### config.mk
export PLATFORM = sky130hd
export DESIGN_NAME = multi_mode_counter
export DESIGN_NICKNAME = d
export VERILOG_FILES = /design/src/rtl/counter_pkg.sv /design/src/rtl/counter_step_alu.sv /design/src/rtl/multi_mode_counter.sv
export SDC_FILE = /design/constraint.sdc
export NUM_CORES = 1
export LEC_CHECK = 0
export BUFFER_PORTS_ARGS = -buffer_cell sky130_fd_sc_hd__buf_4
export CELL_PAD_IN_SITES_DETAIL_PLACEMENT = 1
export CELL_PAD_IN_SITES_GLOBAL_PLACEMENT = 1
export CORE_ASPECT_RATIO = 0.5
export CORE_MARGIN = 2
export CORE_UTILIZATION = 36
export CTS_CLUSTER_SIZE = 30
export DETAILED_ROUTE_END_ITERATION = 10
export GPL_TIMING_DRIVEN = 0
export HOLD_SLACK_MARGIN = 0.05
export PLACE_DENSITY = 0.75
export SETUP_SLACK_MARGIN = 0.2
export SYNTH_ARGS = -nofsm -noshare
export SYNTH_HDL_FRONTEND = slang
export SYNTH_SLANG_ARGS = --single-unit
export TNS_END_PERCENT = 100
### constraint.sdc
create_clock -name clk -period 2.5 [get_ports clk]
set_input_delay 0.5 -clock clk [delete_from_list [all_inputs] [get_ports clk]]
set_output_delay 0.5 -clock clk [all_outputs]
set_load 0.005 [all_outputs]
### src/rtl/counter_pkg.sv
// Shared types and defaults for the PUF measurement-channel counter.
package counter_pkg;

    localparam int DEFAULT_WIDTH  = 8;
    localparam int DEFAULT_STEP_W = 4;

    typedef enum logic {
        DIR_DOWN = 1'b0,
        DIR_UP   = 1'b1
    } cnt_dir_e;

    typedef enum logic {
        MODE_WRAP = 1'b0,
        MODE_SAT  = 1'b1
    } cnt_mode_e;

endpackage

### src/rtl/counter_step_alu.sv
// Combinational next-count datapath: adds or subtracts the step and
// resolves carry/borrow into either wrap-around or saturation.
module counter_step_alu
    import counter_pkg::*;
#(
    parameter int WIDTH  = DEFAULT_WIDTH,
    parameter int STEP_W = DEFAULT_STEP_W
) (
    input  logic [WIDTH-1:0]  cur,
    input  logic [STEP_W-1:0] step,
    input  logic              up,
    input  logic              sat,
    output logic [WIDTH-1:0]  next_out,
    output logic              boundary
);

    logic [WIDTH:0] step_ext;
    logic [WIDTH:0] sum;
    logic [WIDTH:0] diff;
    cnt_dir_e       dir;
    cnt_mode_e      mode;

    // Zero-extend step to the WIDTH+1 working width.
    generate
        for (genvar gi = 0; gi <= WIDTH; gi++) begin : g_step_ext
            if (gi < STEP_W) begin : g_bit
                assign step_ext[gi] = step[gi];
            end else begin : g_zero
                assign step_ext[gi] = 1'b0;
            end
        end
    endgenerate

    assign dir  = cnt_dir_e'(up);
    assign mode = cnt_mode_e'(sat);
    assign sum  = {1'b0, cur} + step_ext;
    assign diff = {1'b0, cur} - step_ext;

    always_comb begin
        next_out = cur;
        boundary = 1'b0;
        if (dir == DIR_UP) begin
            boundary = sum[WIDTH];
            next_out = (boundary && mode == MODE_SAT) ? {WIDTH{1'b1}} : sum[WIDTH-1:0];
        end else begin
            boundary = diff[WIDTH];
            next_out = (boundary && mode == MODE_SAT) ? {WIDTH{1'b0}} : diff[WIDTH-1:0];
        end
    end

endmodule

### src/rtl/multi_mode_counter.sv
// Up/down wrap/saturate counter with terminal-count pulse and sticky overflow.
// Define MULTI_MODE_COUNTER_CMP_EN to build the registered compare-match output.
module multi_mode_counter
    import counter_pkg::*;
#(
    parameter int               WIDTH     = DEFAULT_WIDTH,
    parameter int               STEP_W    = DEFAULT_STEP_W,
    parameter logic [WIDTH-1:0] RESET_VAL = '0
) (
    input  logic              clk,
    input  logic              reset,
    input  logic              load,
    input  logic [WIDTH-1:0]  in,
    input  logic              enable,
    input  logic              up,
    input  logic              sat,
    input  logic [STEP_W-1:0] step,
    input  logic [WIDTH-1:0]  cmp_val,
    output logic [WIDTH-1:0]  out,
    output logic              tc,
    output logic              ovf,
    output logic              match
);

    logic [WIDTH-1:0] out_reg;
    logic [WIDTH-1:0] out_next;
    logic             tc_reg;
    logic             tc_next;
    logic             ovf_reg;
    logic             ovf_next;
    logic [WIDTH-1:0] alu_next;
    logic             alu_boundary;

    counter_step_alu #(
        .WIDTH  (WIDTH),
        .STEP_W (STEP_W)
    ) u_alu (
        .cur      (out_reg),
        .step     (step),
        .up       (up),
        .sat      (sat),
        .next_out (alu_next),
        .boundary (alu_boundary)
    );

    // Load beats enable; a load also clears the sticky overflow.
    always_comb begin
        out_next = out_reg;
        tc_next  = 1'b0;
        ovf_next = ovf_reg;
        if (load) begin
            out_next = in;
            ovf_next = 1'b0;
        end else if (enable) begin
            out_next = alu_next;
            tc_next  = alu_boundary;
            ovf_next = ovf_reg | alu_boundary;
        end
    end

    always_ff @(posedge clk or negedge reset) begin
        if (!reset) begin
            out_reg <= RESET_VAL;
            tc_reg  <= 1'b0;
            ovf_reg <= 1'b0;
        end else begin
            out_reg <= out_next;
            tc_reg  <= tc_next;
            ovf_reg <= ovf_next;
        end
    end

    assign out = out_reg;
    assign tc  = tc_reg;
    assign ovf = ovf_reg;

`ifdef MULTI_MODE_COUNTER_CMP_EN
    logic match_reg;

    // Compare against the value being registered so match lines up with out.
    always_ff @(posedge clk or negedge reset) begin
        if (!reset) begin
            match_reg <= (RESET_VAL == cmp_val);
        end else begin
            match_reg <= (out_next == cmp_val);
        end
    end

    assign match = match_reg;
`else
    logic unused_cmp_val;
    assign unused_cmp_val = ^cmp_val;
    assign match          = 1'b0;
`endif

endmodule

Word level (Yosys, flattened, before mapping)
Index checks and enable logic that the tools add are counted.
Word-level totals
  output and inout port bits: 11
  word-level logic and storage cells: 19
  input port bits: 26
  register bits after elaboration: 10
Cells by class
  bitwise gates (word level): 1
  add/sub/neg operators: 2
  multiplexer cells: 10
  reductions and logical operators: 3
Operators by type and width (number)
  $mux 8: 5
  $add 8x4->9: 1
  $sub 8x4->9: 1
  $mux 1: 5
  $logic_and 1x1->1: 2
  $reduce_bool 2->1: 1
  $or 1x1->1: 1

Logic depth before layout (Yosys ltp)
Gate-level depths: netlist of the first run.
  word-level depth: 6
  gate-level depth with buffers: 9
  depth with buffers taken out: 9

Cells and area by module
A second synthesis of the first run with hierarchy kept.
Unflattened totals
  cell total of the unflattened synthesis: 120
  area, all modules: 1039.7 um^2
By module, submodules not included
  counter_step_alu: instances 1, cells each 77, area an instance 578.1 um^2
  multi_mode_counter: instances 1, cells each 43, area an instance 461.7 um^2

Worst setup path after synthesis of the first run
Ideal clock, no wire load.
  path type: input port to flip-flop
  start point: in step[0]
  end point: reg out_reg[4], in the netlist out[4]
  buffers on the path: 0
  arrival time: 1.942 ns
  setup slack: 0.426 ns
  cell stages on the path: 7
  library setup time: 0.132 ns
  path through: ha_1 -> fa_1 -> nor2b_1 -> o311ai_2 -> o21ai_1 -> a211oi_1 -> a311oi_1
Between the ends
  longest elaborated chain between the ends: 6
  elaborated cells between the ends (all ways): 9
  those cells by class: 2 x add/sub; 5 x mux; 2 x reduce/logical
RTL lines
  start: declaration: RTL line multi_mode_counter.sv:17  | input logic [STEP_W-1:0] step,
  $sub 8x4->9 / $add 8x4->9 (equally long branches): RTL line counter_step_alu.sv:37, counter_step_alu.sv:36
  $logic_and 1x1->1 (on tied branches): RTL line counter_step_alu.sv:47, counter_step_alu.sv:44
  $mux 8 (on tied branches): RTL line counter_step_alu.sv:47, counter_step_alu.sv:44
  $mux 8 (*): RTL line counter_step_alu.sv:42  | if (dir == DIR_UP) begin
  $mux 8 (*): RTL line multi_mode_counter.sv:54  | end else if (enable) begin
  $mux 8 (*): RTL line multi_mode_counter.sv:51  | if (load) begin
  end signal: assignment: RTL line multi_mode_counter.sv:67  | out_reg <= out_next;
  end: declaration: RTL line multi_mode_counter.sv:25  | logic [WIDTH-1:0] out_reg;
Every way passes the cells marked *; elsewhere a longest branch is shown, timed or not. The select of a mux whose other input is x is not followed.
A chain may end at the register's enable or synchronous reset.

Final worst setup path of the first run
  start point: reg out_reg[0], in the netlist out[0]
  end point: reg out_reg[6], in the netlist out[6]
Between the ends
  longest elaborated chain between the ends: 6
  elaborated cells between the ends (all ways): 9
  those cells by class: 2 x add/sub; 5 x mux; 2 x reduce/logical
RTL lines (RTL line)
  $sub 8x4->9 / $add 8x4->9 (equally long branches): counter_step_alu.sv:37, counter_step_alu.sv:36
  $logic_and 1x1->1 (on tied branches): counter_step_alu.sv:47, counter_step_alu.sv:44
  $mux 8 (on tied branches): counter_step_alu.sv:47, counter_step_alu.sv:44
  $mux 8 (*): counter_step_alu.sv:42
  $mux 8 (*): multi_mode_counter.sv:54
  $mux 8 (*): multi_mode_counter.sv:51
Marked as above.

==> results of run 1 <==
Yosys cell counts (2+ instances only):
cell type | count | share of area, %
buf_4 | 2 | 1.3
o21ai_0 | 6 | 2.6
nor2b_1 | 5 | 2.7
o31ai_1 | 2 | 1.3
a311oi_1 | 3 | 2.3
nand2b_1 | 4 | 2.2
nand3b_1 | 2 | 1.3
a21oi_1 | 14 | 6.1
buf_6 | 2 | 1.9
nand2_1 | 10 | 3.2
ha_1 | 8 | 8.7
mux2_2 | 2 | 1.9
clkbuf_8 | 2 | 2.4
a211oi_1 | 2 | 1.3
o211ai_1 | 3 | 1.9
nand3_1 | 5 | 2.2
xnor2_1 | 3 | 2.3
dfrtp_1 | 10 | 22
clkbuf_1 | 2 | 0.65
nor2_1 | 14 | 4.5
inv_1 | 11 | 3.6
o21ai_1 | 2 | 0.87
fa_1 | 2 | 3.5
final cells by class:
class / count / area [µm²] / area share (%)
Multi-Input combinational cell: 112 / 835 / 55.7
Sequential cell: 10 / 250 / 16.7
Timing Repair Buffer: 27 / 203 / 13.5
Buffer: 9 / 77.6 / 5.18
Tap cell: 40 / 50.0 / 3.34
Clock buffer: 3 / 41.3 / 2.76
Inverter: 11 / 41.3 / 2.76
where the power goes:
part,switching [mW],total [mW],internal [mW]
clock,0.0713,0.177,0.106
combinational,0.213,0.394,0.182
sequential,0.0213,0.204,0.183
metrics by stage:
stage                     worst slack [ns]  hold WS [ns]
after global routing                 0.175        0.0880
after CTS                            0.249        0.0915
after detailed placement            -0.151         0.352
final                                0.297        0.0835
after floorplan                      0.426         0.204
after global placement             -0.0378         0.348
cell families (layout without fill, tap and decap cells):
| family | Yosys count | count (layout) |
|---|---|---|
| AOI/OAI and AO/OA | 46 | 46 |
| xor gates and xnor gates | 4 | 4 |
| adders and majority gates | 10 | 10 |
| buffers and inverters | 20 | 50 |
| DFF | 10 | 10 |
| muxes | 3 | 3 |
| other | 1 | 1 |
| and+or+nand+nor | 48 | 48 |
placed cells by master, fill, tap and decap left out, types with 2 or more instances in the layout:
cell	instances
ha_1	7
xnor2_1	3
mux2_2	2
nand2_1	10
a21oi_1	14
o21ai_1	2
a311oi_1	2
buf_4	29
clkbuf_8	5
buf_6	2
clkbuf_1	2
dfrtp_1	10
inv_1	11
nor2_1	14
nand3_1	4
o21ai_0	6
a211oi_1	2
fa_1	2
o211ai_1	3
nand3b_1	2
nand2b_1	4
nor2b_1	4
worst max-delay path, stage by stage (launching register included):
cell and delay (ns):
dfrtp_1 0.41, inv_1 0.08, ha_1 0.19, inv_1 0.07, fa_1 0.41, nand3_2 0.15
nand3_1 0.11, mux2_2 0.30, a311oi_2 0.26, a21oi_1 0.09
repair_timing:
item,CTS,global route
pin swaps,0,2
setup endpoints to repair,5,6
resized for setup,1,7
worst max-delay path by stage:
stage                       start     end  slack [ns]  cells after the start
after floorplan           step[0]  out[4]        0.43                      7
after global placement    step[0]  out[1]       -0.04                      8
after detailed placement  step[0]  out[2]       -0.15                      8
after CTS                  out[0]  out[6]        0.25                      9
after global routing       out[0]  out[6]        0.18                      9
final                      out[0]  out[6]        0.30                      9
per-layer routing:
| layer | vias to the layer above | wire, µm |
|---|---|---|
| met5 | - | 0 |
| met4 | 0 | 36 |
| met3 | 4 | 170 |
| met2 | 29 | 1600 |
| met1 | 578 | 1770 |
| li1 | 572 | - |
==> results.json, run 1 <==
{
  "grt_first_pass_wirelength_mm": 5.87,
  "synth_fp_nets": 178,
  "cp.arrival_ns": 2.32,
  "ys_async_sr_fraction_pct": 100,
  "yosys.area_share.xor_xnor_pct": 3.03,
  "clock_skew_ns": 0.00404,
  "syn_area_per_cell_um2": 8.14,
  "grt.busiest_layer": "met2",
  "numPlacedInstances": 209,
  "dieArea_mm2": 0.00371,
  "ys.flop_type": "dfrtp_1",
  "post_cts_buffers": 0,
  "fin_util_pct": 49.4,
  "fin_crit_sh_pct": 88.1,
  "area_growth_syn_to_layout_pct": 29.5,
  "crit_type": "reg -> reg",
  "drt-wirelength-per-cell_um": 16.9,
  "final_max_slew_viol_count": 0,
  "yosysWarnings": 0,
  "ir_drop_uv": 168,
  "clkSlewWorstSetupHoldPaths_ns": 0.05,
  "ff2ff_path_depth": 9,
  "timing.rr.start": "out[0]",
  "core_mm2": 0.00303,
  "cts_htree_levels": 1,
  "crit_path_end_kind": "flop",
  "crit_fanout": 5,
  "worstSkewPairLatency_ns": 0.24,
  "synthMuxAreaShare_pct": 2.81,
  "timing.fmax_mhz": 454,
  "overflow": 0,
  "ioPinCount": 37,
  "use_met2_pct": 32.2,
  "p_leak_nw": 0.644,
  "drtIter0Drc": 61,
  "numCtsBuffers": 3,
  "maxCapViolCount": 0,
  "globalRouteMet1Util_pct": 30.3,
  "grt_setup_unrepaired": "yes",
  "die_h_um": 44.1,
  "seq_area_frac_synth_pct": 21.6,
  "required_ns": 2.62,
  "cts_root_buffer": "clkbuf_8",
  "fp-row-count": 14,
  "cts_sinks": 10,
  "hold_viol": 0,
  "hold_buffers": 0,
  "synth_top_family_by_area": "compound AO/OA/AOI/OAI gates",
  "syn_inst": 142,
  "synth-compound-area-share_pct": 27.6,
  "routed_wl_mm": 3.57,
  "drive_gt1_share_pct": 30.2,
  "finish.instance_area_mm2": 0.00150,
  "die_w_um": 84.1,
  "ant_nets": 0,
  "cts_tree": "built",
  "holdCritPathClass": "in -> async",
  "post_dp_cell_area_mm2": 0.00141,
  "ys_types": 49,
  "antenna_found_initial": 0,
  "r2r_end": "out[6]",
  "drtPass1Iterations": 4,
  "status": "completed",
  "grt_pass1_vias": 1160,
  "p_total_uw": 776,
  "netlist_area_mm2": 0.00116,
  "io_buffer_count": 27,
  "cts.path.max_buffers": 2,
  "grt_use_total_pct": 21.1,
  "max_slew_margin_pct": 61.3,
  "synth_edf_count": 0,
  "gr-usage-met3_pct": 5.04,
  "drt-vias-per-instance": 5.58,
  "min_period_ns": 2.20,
  "hpwl_mm": 2.80,
  "grt_max_degree": 11,
  "setup_tns_ns": 0,
  "antennaDiodeCount": 0,
  "fillers": 389,
  "finalSetupViolations": 0,
  "via_count": 1183,
  "route.detailed.drc": 0,
  "synth-simple-area-share_pct": 22.2,
  "startpoint_type": "flop",
  "synth_fa_ha_area_share_pct": 12.1,
  "worst_pin_slew_ns": 0.577,
  "start_util_pct": 38.2,
  "instances_no_fill": 212,
  "nets": 210,
  "power_density_mw_per_mm2": 518,
  "ys_ff_latch": 10,
  "place_congestion": 0.857,
  "largest_reg_flops": 8,
  "reg2reg_slack_ns": 0.30
}
(Power assumes the default switching activity.)
==> inputs of run 2 (changes only) <==
Settings changed: CAP_MARGIN set to 15, CORE_UTILIZATION 36 to 39, PLACE_DENSITY 0.75 to 0.8.
Clock period 2.5 ns to 2.7 ns, I/O delays scaled along.
==> run 2 against run 1 <==
Effect of this change: cell area fell by 2.5%; sequential cell count did not move; utilization rose by 4.7 points; routed wire length fell by 0.67%; critical endpoint is now out[2]; critical path depth fell by 1.
==> results.json, run 2 (synthesized netlist as in run 1, its figures left out) <==
{
  "status": "completed",
  "drtIter0Drc": 76,
  "cts_sinks": 10,
  "setup_tns_ns": 0,
  "numCtsBuffers": 3,
  "start_util_pct": 42.8,
  "holdCritPathClass": "in -> async",
  "clock_skew_ns": 0.00249,
  "dieArea_mm2": 0.00344,
  "grt_setup_unrepaired": "no",
  "max_slew_margin_pct": 59.7,
  "grt_max_degree": 11,
  "final_common_cell": "buf_4",
  "hold_buffers": 0,
  "critPathSlowestCell": "o31ai_1",
  "cts_htree_levels": 1,
  "clkSlewWorstSetupHoldPaths_ns": 0.06,
  "crit_path_end_kind": "flop",
  "place_congestion": 0.893,
  "fillers": 360,
  "timing.rr.start": "out[0]",
  "mostFrequentLayoutCells": "buf_4 (29), nor2_1 (14), a21oi_1 (14)",
  "worst_pin_slew_ns": 0.600,
  "maxCapViolCount": 0,
  "reg2reg_slack_ns": 0.32,
  "die_h_um": 42.5,
  "grt_first_pass_wirelength_mm": 5.84,
  "path_delay_family": "compound AO/OA/AOI/OAI gates",
  "ant_nets": 0,
  "drt-wirelength-per-cell_um": 16.9,
  "hold_viol": 0,
  "hold_ws_ns": 0.121,
  "critPathBufInv": 1,
  "hpwl_mm": 2.79,
  "route.detailed.drc": 0,
  "grt_pass1_vias": 1162,
  "io_buffer_count": 27,
  "final_max_slew_viol_count": 0,
  "cp.arrival_ns": 2.52,
  "drt-vias-per-instance": 5.64,
  "cts_tree": "built",
  "area_growth_syn_to_layout_pct": 26.3,
  "p_leak_nw": 0.647,
  "cts_root_buffer": "clkbuf_8",
  "cts.path.max_buffers": 2,
  "crit_fanout": 4,
  "fin_crit_sh_pct": 88.7,
  "die_w_um": 81,
  "antenna_found_initial": 0,
  "drtPass1Iterations": 4,
  "largest_reg_flops": 8,
  "multiInputGateArea_um2": 787,
  "core_mm2": 0.00270,
  "required_ns": 2.83,
  "routed_wl_mm": 3.55,
  "min_period_ns": 2.39,
  "worstSetupStartpoint": "step[0]",
  "startpoint_type": "input pin",
  "crit_path_max_incr_delay_ns": 0.51,
  "cts.repair.resized": 0,
  "fp-row-count": 13,
  "ir_drop_uv": 176,
  "ioPinCount": 37,
  "grt_use_total_pct": 22.9,
  "via_count": 1184,
  "crit_type": "in -> reg",
  "antennaDiodeCount": 0,
  "finalSetupViolations": 0,
  "drive_gt1_share_pct": 27.2,
  "timing.fmax_mhz": 418,
  "nets": 210,
  "post_cts_buffers": 0,
  "area.sequential_um2": 250,
  "overflow": 0,
  "path_cells": "buf_4 -> ha_1 -> fa_1 -> nor2b_1 -> o31ai_1 -> nor2_1 -> o21ai_0 -> a21oi_1",
  "worstSkewPairLatency_ns": 0.25,
  "power_density_mw_per_mm2": 505
}
[run 2: per-stage QoR]
step / utilization, % / cells / power [mW] / cell area [µm²] / setup slack [ns]
2_1_floorplan: - / 142 / 0.417 / 1160 / 0.586
3_3_place_gp: 52.0 / 206 / 0.520 / 1410 / 0.135
3_5_place_dp: 52.0 / 206 / 0.537 / 1410 / 0.0996
6_report: 54.1 / 210 / 0.738 / 1460 / 0.306
5_1_grt: 54.1 / 210 / 0.789 / 1460 / 0.245
4_1_cts: 54.1 / 210 / 0.742 / 1460 / 0.358
[run 2: path summary, 6_finish.rpt]
check | depth (start not counted) | to
setup / recovery | 8 | out[2]
min in group clk | 2 | ovf
hold / removal | 1 | ovf
max in group asynchronous | 1 | out[2]
setup reg to reg | 7 | out[2]
hold reg to reg | 2 | ovf
[run 2: worst register-to-register path, delay by kind of cell (launching register included)]
kind                     cells  cell delay, ns
adder cells (fa/ha/maj)      2            0.66
AND/OR/NAND/NOR              2            0.39
flip-flops                   1            0.39
AO/OA/AOI/OAI                3            0.81
[run 2: report_power, final]
group	internal [mW]	switching, mW
clock	0.129	0.0721
sequential	0.169	0.0205
combinational	0.160	0.187
total	0.458	0.279
[run 2: layout make-up]
type | count | area share, %
multi-input combinational | 112 | 53.9
buffer | 9 | 5.31
timing repair buffer | 27 | 13.9
clock buffer | 4 | 3.77
inverter | 11 | 2.83
sequential | 10 | 17.1
tap | 37 | 3.17
[run 2: per-layer routing]
| metal | wire length (µm) | vias to the layer above | GRT usage (%) |
|---|---|---|---|
| li1 | - | 569 | - |
| met1 | 1740 | 575 | 33.9 |
| met2 | 1580 | 37 | 33.9 |
| met3 | 206 | 3 | 4.53 |
| met4 | 19 | 0 | 5.08 |
| met5 | 0 | - | 0 |
